===== src/rtl/render_state_fetch.sv =====
`default_nettype none
// ============================================================================
// Module   : render_state_fetch
// Brief    : Per-pixel sim-state word fetch and decode for the colour mapper,
//            with VGA timing delayed to stay aligned with the decoded flags.
// Revision : 1.0
// ============================================================================
module render_state_fetch #(
    parameter int CELL_SHIFT  = 2,
    parameter int GRID_XB     = 7,
    parameter int GRID_YB     = 7,
    parameter int SIGNAL_BITS = 10,
    parameter int MEM_LAT     = 1
) (
    input  logic                       Clk,
    input  logic                       Reset,
    input  logic                       pixel_ce,
    input  logic [9:0]                 DrawX,
    input  logic [9:0]                 DrawY,
    input  logic                       hs_in,
    input  logic                       vs_in,
    input  logic                       blank_n_in,
    input  logic [GRID_XB+GRID_YB-1:0] view_cell,
    input  logic [GRID_XB+GRID_YB-1:0] write_cell,
    output logic                       mem_req,
    output logic [GRID_XB+GRID_YB-1:0] mem_addr,
    input  logic                       mem_gnt,
    input  logic [SIGNAL_BITS+2:0]     mem_rdata,
    output logic                       renderAnt,
    output logic                       renderSugar,
    output logic                       renderNest,
    output logic [SIGNAL_BITS-1:0]     renderSignal,
    output logic                       render_viewLoc,
    output logic                       render_writeLoc,
    output logic                       hs_out,
    output logic                       vs_out,
    output logic                       blank_n_out,
    output logic [15:0]                miss_count
);

    localparam int         c_CELL_W   = GRID_XB + GRID_YB;
    localparam int         c_WORD_W   = SIGNAL_BITS + 3;
    localparam logic [0:0] c_ST_IDLE  = 1'b0;
    localparam logic [0:0] c_ST_WAIT  = 1'b1;
    localparam logic [1:0] c_LAST_CNT = 2'(MEM_LAT - 1);

    logic [9:0]          w_cx_full;
    logic [9:0]          w_cy_full;
    logic                w_in_grid;
    logic                w_frame_start;
    logic                w_grant;
    logic                w_stale;
    logic [c_WORD_W-1:0] w_s2_word;

    logic [0:0]          r_state;
    logic [0:0]          w_state_nxt;
    logic [1:0]          r_wait_cnt;
    logic [1:0]          w_wait_cnt_nxt;
    logic                w_capture;

    logic                r_s0_in_grid;
    logic [c_CELL_W-1:0] r_s0_cell;
    logic                r_s1_in_grid;
    logic                r_s1_view_hit;
    logic                r_s1_write_hit;
    logic [c_CELL_W-1:0] r_mem_addr;
    logic [c_WORD_W-1:0] r_last_word;
    logic [c_WORD_W-1:0] r_render_word;
    logic                r_view_loc;
    logic                r_write_loc;
    logic [2:0]          r_hs_pipe;
    logic [2:0]          r_vs_pipe;
    logic [2:0]          r_bl_pipe;
    logic [15:0]         r_miss_count;

    // Grid test uses the full shifted coordinate so wrapped cells are rejected.
    assign w_cx_full     = DrawX >> CELL_SHIFT;
    assign w_cy_full     = DrawY >> CELL_SHIFT;
    assign w_in_grid     = ((w_cx_full >> GRID_XB) == 10'd0) &&
                           ((w_cy_full >> GRID_YB) == 10'd0);
    assign w_frame_start = (DrawX == 10'd0) && (DrawY == 10'd0);

    // Request rides the S1 beat itself so the word is back before S2.
    assign mem_req  = pixel_ce & r_s0_in_grid;
    assign mem_addr = mem_req ? r_s0_cell : r_mem_addr;
    assign w_grant  = mem_req & mem_gnt;
    assign w_stale  = mem_req & ~mem_gnt;

    assign w_s2_word = r_s1_in_grid ? r_last_word : '0;

    always_ff @(posedge Clk or posedge Reset) begin
        if (Reset) begin
            r_state    <= c_ST_IDLE;
            r_wait_cnt <= 2'd0;
        end else begin
            r_state    <= w_state_nxt;
            r_wait_cnt <= w_wait_cnt_nxt;
        end
    end

    always_comb begin
        w_state_nxt    = r_state;
        w_wait_cnt_nxt = r_wait_cnt;
        w_capture      = 1'b0;
        case (r_state)
            c_ST_IDLE: begin
                if (w_grant) begin
                    w_state_nxt    = c_ST_WAIT;
                    w_wait_cnt_nxt = 2'd0;
                end
            end
            c_ST_WAIT: begin
                if (r_wait_cnt == c_LAST_CNT) begin
                    w_capture   = 1'b1;
                    w_state_nxt = c_ST_IDLE;
                end else begin
                    w_wait_cnt_nxt = r_wait_cnt + 2'd1;
                end
            end
            default: w_state_nxt = c_ST_IDLE;
        endcase
    end

    always_ff @(posedge Clk or posedge Reset) begin
        if (Reset) begin
            r_s0_in_grid   <= 1'b0;
            r_s0_cell      <= '0;
            r_s1_in_grid   <= 1'b0;
            r_s1_view_hit  <= 1'b0;
            r_s1_write_hit <= 1'b0;
            r_mem_addr     <= '0;
            r_last_word    <= '0;
            r_render_word  <= '0;
            r_view_loc     <= 1'b0;
            r_write_loc    <= 1'b0;
            r_hs_pipe      <= 3'b111;
            r_vs_pipe      <= 3'b111;
            r_bl_pipe      <= 3'b000;
            r_miss_count   <= 16'd0;
        end else begin
            if (w_capture) begin
                r_last_word <= mem_rdata;
            end
            if (mem_req) begin
                r_mem_addr <= r_s0_cell;
            end
            if (pixel_ce) begin
                r_s0_in_grid   <= w_in_grid;
                r_s0_cell      <= {w_cy_full[GRID_YB-1:0], w_cx_full[GRID_XB-1:0]};
                r_s1_in_grid   <= r_s0_in_grid;
                r_s1_view_hit  <= r_s0_in_grid && (r_s0_cell == view_cell);
                r_s1_write_hit <= r_s0_in_grid && (r_s0_cell == write_cell);
                r_render_word  <= w_s2_word;
                r_view_loc     <= r_s1_view_hit;
                r_write_loc    <= r_s1_write_hit;
                r_hs_pipe      <= {r_hs_pipe[1:0], hs_in};
                r_vs_pipe      <= {r_vs_pipe[1:0], vs_in};
                r_bl_pipe      <= {r_bl_pipe[1:0], blank_n_in};
                // Frame-start clear takes priority over a same-beat miss.
                if (w_frame_start) begin
                    r_miss_count <= 16'd0;
                end else if (w_stale && (r_miss_count != 16'hFFFF)) begin
                    r_miss_count <= r_miss_count + 16'd1;
                end
            end
        end
    end

    assign renderAnt       = r_render_word[0];
    assign renderNest      = r_render_word[1];
    assign renderSugar     = r_render_word[2];
    assign renderSignal    = r_render_word[c_WORD_W-1:3];
    assign render_viewLoc  = r_view_loc;
    assign render_writeLoc = r_write_loc;
    assign hs_out          = r_hs_pipe[2];
    assign vs_out          = r_vs_pipe[2];
    assign blank_n_out     = r_bl_pipe[2];
    assign miss_count      = r_miss_count;

endmodule
`default_nettype wire


===== config.mk =====
export PLATFORM = sky130hd
export DESIGN_NAME = render_state_fetch
export DESIGN_NICKNAME = d
export VERILOG_FILES = /design/src/rtl/render_state_fetch.sv
export SDC_FILE = /design/constraint.sdc
export NUM_CORES = 1
export LEC_CHECK = 0
export ABC_AREA = 1
export BUFFER_PORTS_ARGS = -buffer_cell sky130_fd_sc_hd__buf_2
export CAP_MARGIN = 20
export CORE_UTILIZATION = 47
export CTS_CLUSTER_DIAMETER = 40
export DETAILED_ROUTE_END_ITERATION = 8
export PLACE_DENSITY = 0.78
export SYNTH_ARGS = -nofsm -noshare
export SYNTH_HDL_FRONTEND = slang
export SYNTH_SLANG_ARGS = --single-unit

===== constraint.sdc =====
create_clock -name Clk -period 2.6 [get_ports Clk]
set_clock_uncertainty 0.2 [all_clocks]
set_input_delay 0.26 -clock Clk [delete_from_list [all_inputs] [get_ports Clk]]
set_output_delay 0.26 -clock Clk [all_outputs]
set_load 0.05 [all_outputs]

==> impl.org, run 1 <==
** Status
- The flow ran to the end, and the final reports show no timing, DRC or antenna violations.

** Final layout
- Area grow syn2layout :: 29.04%
- The final layout contains 726 nets.
- Layout cell share with drive strength beyond 1 :: 25.26%
- The repair_antennas step left the layout with diodes totalling 0.
- The filler cells instantiated in the layout total 779.
- After routing the design area is 5415 µm².

** Clock network
- Clock latency at the later pin of the worst-skew pair :: 350 ps
- Clock net sink count :: 88
- Buffer depth of the longest clock path :: 2
- TritonCTS built the clock tree.
- After clock tree synthesis, the clock-pin slew on the worst setup and hold paths is 90 ps.
- Clock root buffer :: clkbuf_8
- Depth of the CTS H-tree :: 3
- Post-cts gate resize count :: 0
- TritonCTS created 9 clock buffers.

** Floorplanning
- Core box area :: 8678 µm²
- The floorplan has 34 rows.
- Effective utilization at floorplan :: 48.36%
- Number of I/O pins :: 117
- In this run the vertical extent of the chip is 96.49 µm.
- The floorplan step set the die width to 96.49 µm.
- Area of the die :: 9310 µm²

** Timing
- Unrepaired setup endpoints after global routing :: no
- Count of final max-slew check failures :: 0
- The final-report hold violation count was 0.
- Post-route fraction of the period consumed by the critical path :: 85.51%
- The worst path needs 2223 ps of the cycle, external delays included.
- Achievable clock frequency :: 0.4498 GHz
- In this run the tightest slew margin relative to its limit is 58.71%.
- After routing, the total negative slack on setup checks comes to 0 ps.
- Final count of negative-setup-slack endpoints :: 0
- At the pin with the least slew margin, the transition time is 619.3 ps.
- Worst Hold Margin :: 20.36 ps

** Min path
- The worst hold path belongs to the class in -> reg.

** Synthesis
- Synthesis instantiated 29 different standard cells from the library.
- Cell types with the largest area share after synthesis :: dfrtp_1 49%, nand2_1 17%, nor2_1 4.5%
- The share of the Yosys chip area taken by registers is 52.65%.
- Fraction of post-synthesis cell area in the top cell type by area :: 48.90%
- The synthesized design spends more area on one cell type than any other, namely dfrtp_1.
- Number of instances in the synthesized netlist :: 507
- The number of nets handed over by synthesis was 577.
- Number of flops mapped to enable cells by yosys :: 0
- Async set-or-reset flop fraction in the synthesized netlist :: 100.0%
- Most common library cells after synthesis :: 185 x nand2_1, 82 x dfrtp_1, 50 x nor2_1, 37 x o21ai_0, 35 x inv_1
- During synthesis, Yosys emitted a total of 0 warnings.
- Top-count cell post-synth :: nand2_1
- Synth Flop Type :: dfrtp_1
- Post-synth design cell area :: 4197 µm²
- The average instance in the mapped netlist occupies 8.277 µm².
- Register bit total from synthesis :: 88

** Power and ir drop
- For this design the static power due to leakage is 2.865 nW.
- In this run, the clock network consumes 24.4% of the power.
- Combinational logic burns 28.1% of the power.
- Internal power comes to 2.349 mW.
- Switching part of the total power :: 36.84%
- Sequential share of power :: 47.4%
- Max rail drop VDD :: 530.3 µV
- In this run the power spent charging and discharging nets is 1.370 mW.
- Power per standard cell area :: 686.8 nW/µm²

** Setup path
- Cells along the critical path :: dlygate4sd3_1, buf_2, nor2_1, nand2_1, nor2_1, nand3_1, a21oi_1, nand2_1, nand2_1
- The worst setup path is launched from a primary input.
- Of all nets on the critical path, the largest fanout is 6.
- Critical path class :: in -> reg
- Dominant delay contributor by cell family on the critical path :: simple AND/OR/NAND/NOR gates
- The worst setup path is captured at a flop.
- At the worst endpoint, the required time is 2700 ps.
- In this design, the stage delay of the slowest critical-path cell is 540 ps.
- Among all stages on the critical path, the largest delay is contributed by dlygate4sd3_1.
- Most Frequent Cell on Critical Path :: nand2_1
- Data arrival, critical path :: 2320 ps
- Crit path buffers/inverters :: 2

** Placed design
- Number of buffers inserted by port buffering :: 116
- Routability-driven placement finished with a final weighted congestion of 0.8899.
- Summing all placed instances gives a cell area of 4898 µm².
- Once detailed placement completed, the half-perimeter wirelength came to 7.232 mm.

** Drt
- The count of nets left with antenna violations once routing finished came out at 0.
- WL final :: 10.29 mm
- DRC violation count after routing :: 0
- Violation count after the first detailed-route iteration :: 208
- The routed layout has 3822 vias.
- In the final routed layout, each cell accounts on average for 13.38 µm.
- Count of TritonRoute iterations in the first routing pass :: 4
- Detailed-route vias per instance :: 4.970

** Global routing
- Maximum number of pins on one net before global-route repair :: 64
- Global-route wire length before repair :: 16.75 mm
- Grt total ovfl :: 0
- Global-route usage over all layers :: 23.63%
- The initial antenna violation count came to 0.
- Number of global-route vias before repair :: 3578

** Run
- The tool flagged a number of max-cap violations equal to 0.
## path summary, 6_finish.rpt
kind / depth (start not counted) / startpoint / end / slack, ps
hold reg to reg: 2 / r_hs_pipe[2] / r_hs_pipe[2] / 260
hold / removal: 2 / mem_gnt / r_state / 20
setup / recovery: 9 / DrawY[3] / miss_count[13] / 380
setup reg to reg: 8 / miss_count[0] / miss_count[7] / 660
min in group asynchronous: 3 / Reset / r_last_word[10] / 290
max in group asynchronous: 4 / Reset / miss_count[0] / 1210
## what timing repair did
item | 4_1_cts | 5_1_grt
endpoints found under the setup margin | 0 | 0
hold buffers | 33 | 0
setup buffers | 0 | 0
endpoints found under the hold margin | 54 | 0
## routing by layer
metal  routed length (µm)  vias up  GRT usage [%]
met5                    0        -              0
met4                  274        0          9.436
li1                     -     1912              -
met3                  697       23          5.399
met2                 4734      134          38.03
met1                 4584     1753          30.88
## layout by cell type, fill, tap and decap left out
cell type,n
clkinv_2,1
and2_1,1
inv_6,3
dfrtp_1,82
o21ai_0,37
o31ai_1,1
buf_12,1
nor2_4,1
nor2_2,2
clkbuf_8,9
nand2_2,2
ha_1,2
xor2_1,8
buf_2,116
buf_4,5
clkinvlp_4,1
clkinv_4,1
a21oi_1,2
o21ai_2,1
inv_1,34
mux2_2,13
nand3_1,24
or2_2,1
a31o_2,1
dlygate4sd3_1,33
o21bai_1,5
o22ai_1,4
nand3b_1,1
nand4_1,13
xnor2_1,12
nand2_4,1
nor2_1,50
dfstp_2,6
nand2_1,185
inv_8,2
## per-stage QoR
stage | util, % | power, mW | std cells | setup WS [ps]
global placement | 56.44 | 2.764 | 720 | 624.8
CTS | 62.40 | 3.753 | 769 | 397.1
global route | 62.40 | 3.928 | 769 | 224.6
detailed placement | 56.44 | 2.801 | 720 | 574.6
floorplan | - | 2.522 | 507 | 173.1
finish | 62.40 | 3.719 | 769 | 376.8
## state kept, by name, summed over array words and instances, names as in the netlist
name             cells
miss_count          16
r_bl_pipe            3
r_hs_pipe            3
r_last_word         13
r_mem_addr          14
r_render_word       13
r_s0_cell           14
r_s0_in_grid         1
r_s1_in_grid         1
r_s1_view_hit        1
r_s1_write_hit       1
r_state              1
r_vs_pipe            3
r_wait_cnt           2
render_viewLoc       1
render_writeLoc      1
## cells by family after synthesis
logic type,synth area share [%]
AOI/OAI and AO/OA,6.738
xor gates and xnor gates,4.174
adders and majority gates,0.5962
buffers and inverters,4.919
DFF,52.65
muxes,3.488
and+or+nand+nor,27.43
## cell type report
class,count,area (µm²),area share [%]
multi-input combinational,367,1780,32.88
inverter,35,135.1,2.495
tap,108,135.1,2.495
clock inverter,7,62.56,1.155
timing repair buffer,155,968.4,17.88
clock buffer,9,123.9,2.287
sequential,88,2210,40.80
## power groups by stage
stage | clock network [mW] | logic, mW | registers (mW)
after detailed placement | 0 | 1.01 | 1.79
after CTS | 0.936 | 1.05 | 1.76
after global routing | 0.987 | 1.14 | 1.80
final | 0.908 | 1.05 | 1.76
after floorplan | 0 | 0.584 | 1.94
after global placement | 0 | 0.989 | 1.78
No activity file was read; power rests on OpenSTA's default activity.
==> run 2: changes to the inputs <==
--- a/config.mk
+++ b/config.mk
@@ -8,10 +8,11 @@
 export ABC_AREA = 1
 export BUFFER_PORTS_ARGS = -buffer_cell sky130_fd_sc_hd__buf_2
 export CAP_MARGIN = 20
-export CORE_UTILIZATION = 47
+export CORE_UTILIZATION = 49
+export CTS_BUF_LIST = sky130_fd_sc_hd__clkbuf_2
 export CTS_CLUSTER_DIAMETER = 40
 export DETAILED_ROUTE_END_ITERATION = 8
-export PLACE_DENSITY = 0.78
+export PLACE_DENSITY = 0.81
 export SYNTH_ARGS = -nofsm -noshare
 export SYNTH_HDL_FRONTEND = slang
 export SYNTH_SLANG_ARGS = --single-unit
==> run 2 against run 1 <==
Net effect: critical endpoint is now r_s1_write_hit; global-route usage is 2.6 points higher; worst hold slack better by 95 ps; combinational power is 6% higher; first-iteration DRC count is 30% higher; routed wire length is 15% higher.
==> impl.org, run 2 (same netlist as run 1, synthesis figures left out) <==
** Global routing
- The number of global-route vias before repair is 3922.
- Grt total ovfl :: 0
- The initial antenna violation count came to 2.
- Entering global routing, the biggest net connects 48 pins.
- Global-route wire length before repair :: 17.93 mm
- For this run, the total global-route usage over all layers was measured as 26.23%.

** Power and ir drop
- IR analysis of the VDD net gives a maximum drop of 448.3 µV.
- For this design the static power due to leakage is 2.934 nW.
- Power per standard cell area :: 633.5 nW/µm²

** Setup path
- Reg2reg setup slack :: 40 ps
- Maximum net fanout on the critical path :: 5
- The worst setup path is captured at a flop.
- RR Endpoint :: r_s1_write_hit
- STA classifies the critical path startpoint as a flop.
- The worst setup path is of the reg -> reg kind.
- Most Frequent Cell on Critical Path :: nand2_1
- R2R cell count :: 10
- Cells along the critical path :: inv_1, nand2_1, nand2_1, a21oi_1, dlygate4sd3_1, nand2_1, dlygate4sd3_1, nor2_1, nand2_1, nand2_1
- Data arrival, critical path :: 2850 ps
- Crit-path max cell delay :: 580 ps
- Data required time of the worst path :: 2890 ps
- The worst register-to-register path begins at r_s0_cell[3].
- Cell with the largest stage delay on the worst path :: dlygate4sd3_1

** Floorplanning
- Core box area :: 8258 µm²
- The initialized floorplan defines 33 standard-cell rows.
- From bottom edge to top edge, the die measures 94.55 µm.
- From left edge to right edge, the die measures 94.55 µm.
- Number of I/O pins :: 117
- The initial utilization of the core area, before any placement, comes to 50.82%.
- The floorplan step defined a die boundary enclosing 8939 µm².

** Timing
- Worst Hold Margin :: 115.7 ps
- Max_slew headroom :: 54.31%
- Post-route fraction of the period consumed by the critical path :: 98.62%
- The final-report hold violation count came to 0.
- Setup violations remaining at the end of the flow were counted as 0.
- Least-Margin Pin Slew :: 683.9 ps
- Achievable clock frequency :: 0.3900 GHz
- Time the final worst path needs with I/O delays and setup :: 2564 ps
- The final-report max-slew violation count was 0.

** Final layout
- Most used cells in the layout excluding fill and tap cells :: 184 x nand2_1, 116 x buf_2, 82 x dfrtp_1
- Area grow syn2layout :: 33.01%
- Post-layout net count :: 748
- The finished layout holds 789 standard cells, fillers aside.
- Fillers :: 691
- Most common cell after layout, fill and taps aside :: nand2_1
- Cells with a size suffix above 1 make up 24.89% of the layout.
- Max reg flops :: 16

** Clock network
- Clock net sink count :: 88
- No sink is reached through more buffers than the 2 on the longest clock path.
- In this run the number of H-tree levels came out at 3.
- Clock latency at the later pin of the worst-skew pair :: 530 ps
- Number of buffers created by CTS :: 9
- TritonCTS built the clock tree.
- After clock tree synthesis, the clock-pin slew on the worst setup and hold paths is 280 ps.
- Clock root buffer :: clkbuf_2

** Placed design
- Input and output buffers added on the ports amount to 116.
- Detailed placement HPWL :: 7.512 mm
- The number of placed instances, taps included, is 716.
- The congestion estimate from routability-driven global placement came to 0.8495.

** Drt
- DRC violation count after routing :: 0
- The final layout contains routed wiring with a total length of 11.87 mm.
- In this run the remaining antenna-violating nets after routing total 0.
- Post-detailed-route wirelength per cell :: 15.04 µm
- Count of TritonRoute iterations in the first routing pass :: 5
- The final route contains 4111 vias.
- Using the TritonRoute via totals, the vias-per-cell ratio works out to 5.210.
- Violation count after the first detailed-route iteration :: 271

** Run
- Number of max-cap violations :: 0

** Status
- The flow ran to the end, and the final reports show no timing, DRC or antenna violations.

** Min path
- The tightest min-delay check is of the in -> async type.
[run 2: changes by cell type in the layout (fill, tap and decap cells not counted), moves of 2 or more]
cell | before | now
dlygate4sd3_1 | 33 | 54
clkbuf_8 | 9 | 0
inv_8 | 2 | 0
clkbuf_2 | 0 | 10
[run 2: report_power, final]
group | leakage, nW | switching [mW] | internal [mW]
sequential | 1.12 | 0.144 | 1.63
combinational | 1.75 | 0.727 | 0.385
clock | 0.0635 | 0.508 | 0.146
[run 2: layer usage]
metal	routed length, µm	vias to the layer above	global-route usage [%]
met5	11	-	0
met4	400	2	11.74
met3	809	34	4.670
met2	5920	172	46.07
met1	4723	1950	31.36
li1	-	1953	-
[run 2: what timing repair did]
item,CTS,global route
resized for setup,0,5
hold buffers,54,0
setup endpoints to repair,0,1
endpoints found under the hold margin,85,0
buffers inserted,0,1
[run 2: final cells by class]
cell class	count	area, µm²	area share (%)
multi-input combinational	367	1785	31.99
sequential	88	2210	39.59
tap	105	131.4	2.354
timing repair buffer	177	1216	21.79
clock inverter	6	51.30	0.9191
inverter	35	135.1	2.421
clock buffer	10	50.05	0.8967
antenna	1	2.502	0.04483
[run 2: stage by stage]
stage,total power [mW],util (%),TNS [ps],area (µm²),setup slack [ps]
2_1_floorplan,2.522,-,0,4200,173.1
3_3_place_gp,2.766,59.18,0,4887,521.9
3_5_place_dp,2.809,59.18,0,4887,380.4
4_1_cts,3.518,66.95,0,5529,92.12
5_1_grt,3.714,67.59,-18.78,5582,-11.39
6_report,3.536,67.59,0,5582,35.87
[run 2: critical path, delay by kind of cell, from the launching register on]
kind	cells	cell delay, ps
buf+inv	3	1230
simple gates	6	550
compound gates	1	110
flops	1	430
[run 2: how the worst max path moves through the flow]
stage / start / to / slack (ps) / cells past startpoint
detailed placement: DrawX[3] / miss_count[10] / 380 / 8
CTS: r_s0_in_grid / r_s1_write_hit / 90 / 9
global placement: DrawX[3] / miss_count[11] / 520 / 8
global route: r_s0_cell[3] / r_s1_write_hit / -10 / 10
floorplan: r_s0_in_grid / mem_addr[0] / 170 / 4
finish: r_s0_cell[3] / r_s1_write_hit / 40 / 10
==> run 3: changes to the inputs <==
--- a/config.mk
+++ b/config.mk
@@ -13,6 +13,8 @@
 export CTS_CLUSTER_DIAMETER = 40
 export DETAILED_ROUTE_END_ITERATION = 8
 export PLACE_DENSITY = 0.81
+export RECOVER_POWER = 50
+export REMOVE_ABC_BUFFERS = 1
 export SYNTH_ARGS = -nofsm -noshare
 export SYNTH_HDL_FRONTEND = slang
 export SYNTH_SLANG_ARGS = --single-unit
==> run 3 against run 2 <==
Net effect: final cell count shrank 0.25%; combinational power barely moved; register-to-register slack better by 80 ps; critical endpoint is now r_s1_view_hit; fmax is 3.1% higher; sequential share of layout area up 0.38 points; sequential cell count unchanged; largest cell class unchanged; non-clock buffer count fell by 1; critical path depth decreased by 1; the flow now finishes with violations (capacitance limit, slew limit); power up 1.1%.
==> impl.org, run 3 (same netlist as run 1, synthesis figures left out) <==
** Drt
- Dividing the detail-routed wire length by the instance count gives 14.42 µm.
- Detailed-route vias per instance :: 5.182
- Remaining number of nets flagged by the antenna check after routing :: 0
- DRC violation count after routing :: 0
- WL final :: 11.35 mm
- Via count :: 4078
- For this block, the initial DRC count from the detailed router was 233.
- The pre-antenna-repair detailed-routing pass consisted of 7 iterations.

** Global routing
- Global-route wire length before repair :: 18.15 mm
- Maximum number of pins on one net before global-route repair :: 54
- Global-route usage over all layers :: 26.64%
- The initial antenna violation count came to 0.
- Most crowded layer after global routing :: met2
- After global routing the overflow that remains totals 0.
- The number of global-route vias before repair is 4000.
- For met1 alone, demand over resource in global routing was 31.16%.
- Global-route met3 utilization :: 6.602%
- In the global route stage, met2 resource usage came out at 46.26%.

** Floorplanning
- Number of rows in the core area :: 33
- The core region is 8258 µm².
- Height of the die :: 94.55 µm
- Effective utilization at floorplan :: 50.82%
- Number of I/O pins :: 117
- Horizontal die dimension :: 94.55 µm
- The die covers 8939 µm².

** Clock network
- Clock net sink count :: 88
- The number of clock buffers added by TritonCTS is 9.
- Clock root buffer :: clkbuf_2
- After clock tree synthesis, the clock-pin slew on the worst setup and hold paths is 270 ps.
- Clock tree from TritonCTS :: yes
- Depth of the CTS H-tree :: 3
- For the worst-skew pair, the clock arrives at the later sink with an insertion delay of 560 ps.
- The clock passes through at most 2 buffers.

** Setup path
- In this run the worst path has a maximum fanout of 3.
- Critical path class :: reg -> reg
- Cell with the largest stage delay on the worst path :: dlygate4sd3_1
- Counting cells, the worst reg-to-reg path comes to 9.
- Dominant delay contributor by cell family on the critical path :: buffers and inverters
- At the worst endpoint, the required time is 2890 ps.
- Traced cell by cell, the critical path runs through inv_1, o22ai_1, nor2_1, dlygate4sd3_1, nand2_1, dlygate4sd3_1, nor2_1, nand2_1, nand2_1.
- In this run the number of cells on the critical path is 9.
- Critical path endpoint category :: flop
- The cell that appears most often on the critical path is nand2_1.
- Worst setup startpoint :: r_s0_cell[1]
- Counting both buffers and inverters, the worst setup path holds a total of 3.
- Crit-path max cell delay :: 570 ps
- The worst setup path is launched from a flop.
- STA puts the critical path data arrival time at 2780 ps.
- Reg-to-reg critical path startpoint :: r_s0_cell[1]

** Power and ir drop
- In this run the static leakage power is 2.913 nW.
- Total power for the finished layout comes to 3.574 mW.
- For this design the ratio of total power to cell area is 646.3 nW/µm².
- The worst-case IR drop observed on VDD is 443.7 µV.

** Final layout
- Share of the core filled with cells :: 66.95%
- Leaving out filler cells and counting taps, the final layout contains 787.
- The library cell used most frequently in the layout, excluding fill and tap cells, is nand2_1.
- Area grow syn2layout :: 31.75%
- Layout cell share with drive strength beyond 1 :: 24.78%
- Counting the fill cells in the layout gives 665.
- In the final design database the tool counted 747 nets.
- Diodes inserted :: 0
- The top cell types in the final layout, fill and taps aside, are 185 x nand2_1, 115 x buf_2, 82 x dfrtp_1.
- Post-route design area :: 5529 µm²
- Max reg flops :: 16

** Timing
- The worst pin sits at a relative slew slack of -0.9284%.
- Final Hold Fails :: 0
- Count of final max-slew check failures :: 37
- Hold is met by 206.2 ps.
- Unrepaired setup endpoints after global routing :: no
- The worst path uses 95.67% of the clock period.
- Least-Margin Pin Slew :: 1506 ps
- Time the final worst path needs with I/O delays and setup :: 2487 ps
- Final count of negative-setup-slack endpoints :: 0
- Final setup TNS :: 0 ps
- The worst path meets setup with 112.6 ps of slack.
- For this run, the top clock speed supported by timing is 0.4020 GHz.

** Min path
- The min-delay analysis places its worst path in the category in -> reg.
- The worst hold path begins at DrawX[1].
- Counting instances, the worst hold path has a depth of 7.

** Placed design
- Placed cell count :: 718
- Number of buffers inserted by port buffering :: 116
- Timing analysis after detailed placement gives a worst setup slack of 667.8 ps.
- Routability cong. :: 0.8778
- Post-placement cell area :: 4900 µm²
- Detailed placement finished with a half-perimeter wire length of 7.327 mm.

** Status
- Run status :: finished, violations left
- Violations in the final reports :: capacitance limit, slew limit

** Run
- Number of max-cap violations :: 1
## run 3: cell count changes in the layout (fill, tap and decap cells not counted), moves of 2 or more
cell and change:
buf_12 -2, buf_4 +2, clkinv_4 -2, dlygate4sd3_1 -2
## run 3: final timing paths
path / to / slack, ps
max: r_s1_view_hit / 110
min: miss_count[7] / 210
max reg2reg: r_s1_view_hit / 110
min reg2reg: r_hs_pipe[1] / 280
max in group asynchronous: r_mem_addr[8] / 410
min in group asynchronous: r_render_word[11] / 360
## run 3: layout make-up
class / instances / area, µm² / area share (%)
clock inverter: 6 / 67.56 / 1.222
clock buffer: 10 / 50.05 / 0.9052
tap: 105 / 131.4 / 2.376
timing repair buffer: 176 / 1157 / 20.93
sequential: 88 / 2210 / 39.96
multi-input combinational: 367 / 1780 / 32.20
inverter: 35 / 132.6 / 2.399
## run 3: metal layers
metal  routed length [µm]  share of wire [%]
met3                  713                6.3
met1                 4701                 41
met4                  306                2.7
met5                    0                  0
met2                 5631                 50
## run 3: what timing repair did
item	4_1_cts	5_1_grt
hold buffers	53	0
setup buffers	0	1
endpoints found under the setup margin	0	2
gates resized for setup	0	1
hold endpoints to repair	135	0
## run 3: power by group
group          switching, mW  internal, mW  total, mW  leakage, nW
clock network          0.491         0.231      0.722       0.0689
logic                  0.716         0.374       1.09         1.72
registers              0.136          1.63       1.76         1.12
total                   1.34          2.23       3.57         2.91
## run 3: tightest hold or removal path: cells and delay by family
kind,cells,cell delay (ps)
AND/OR/NAND/NOR,6,590
buffers and inverters,1,70
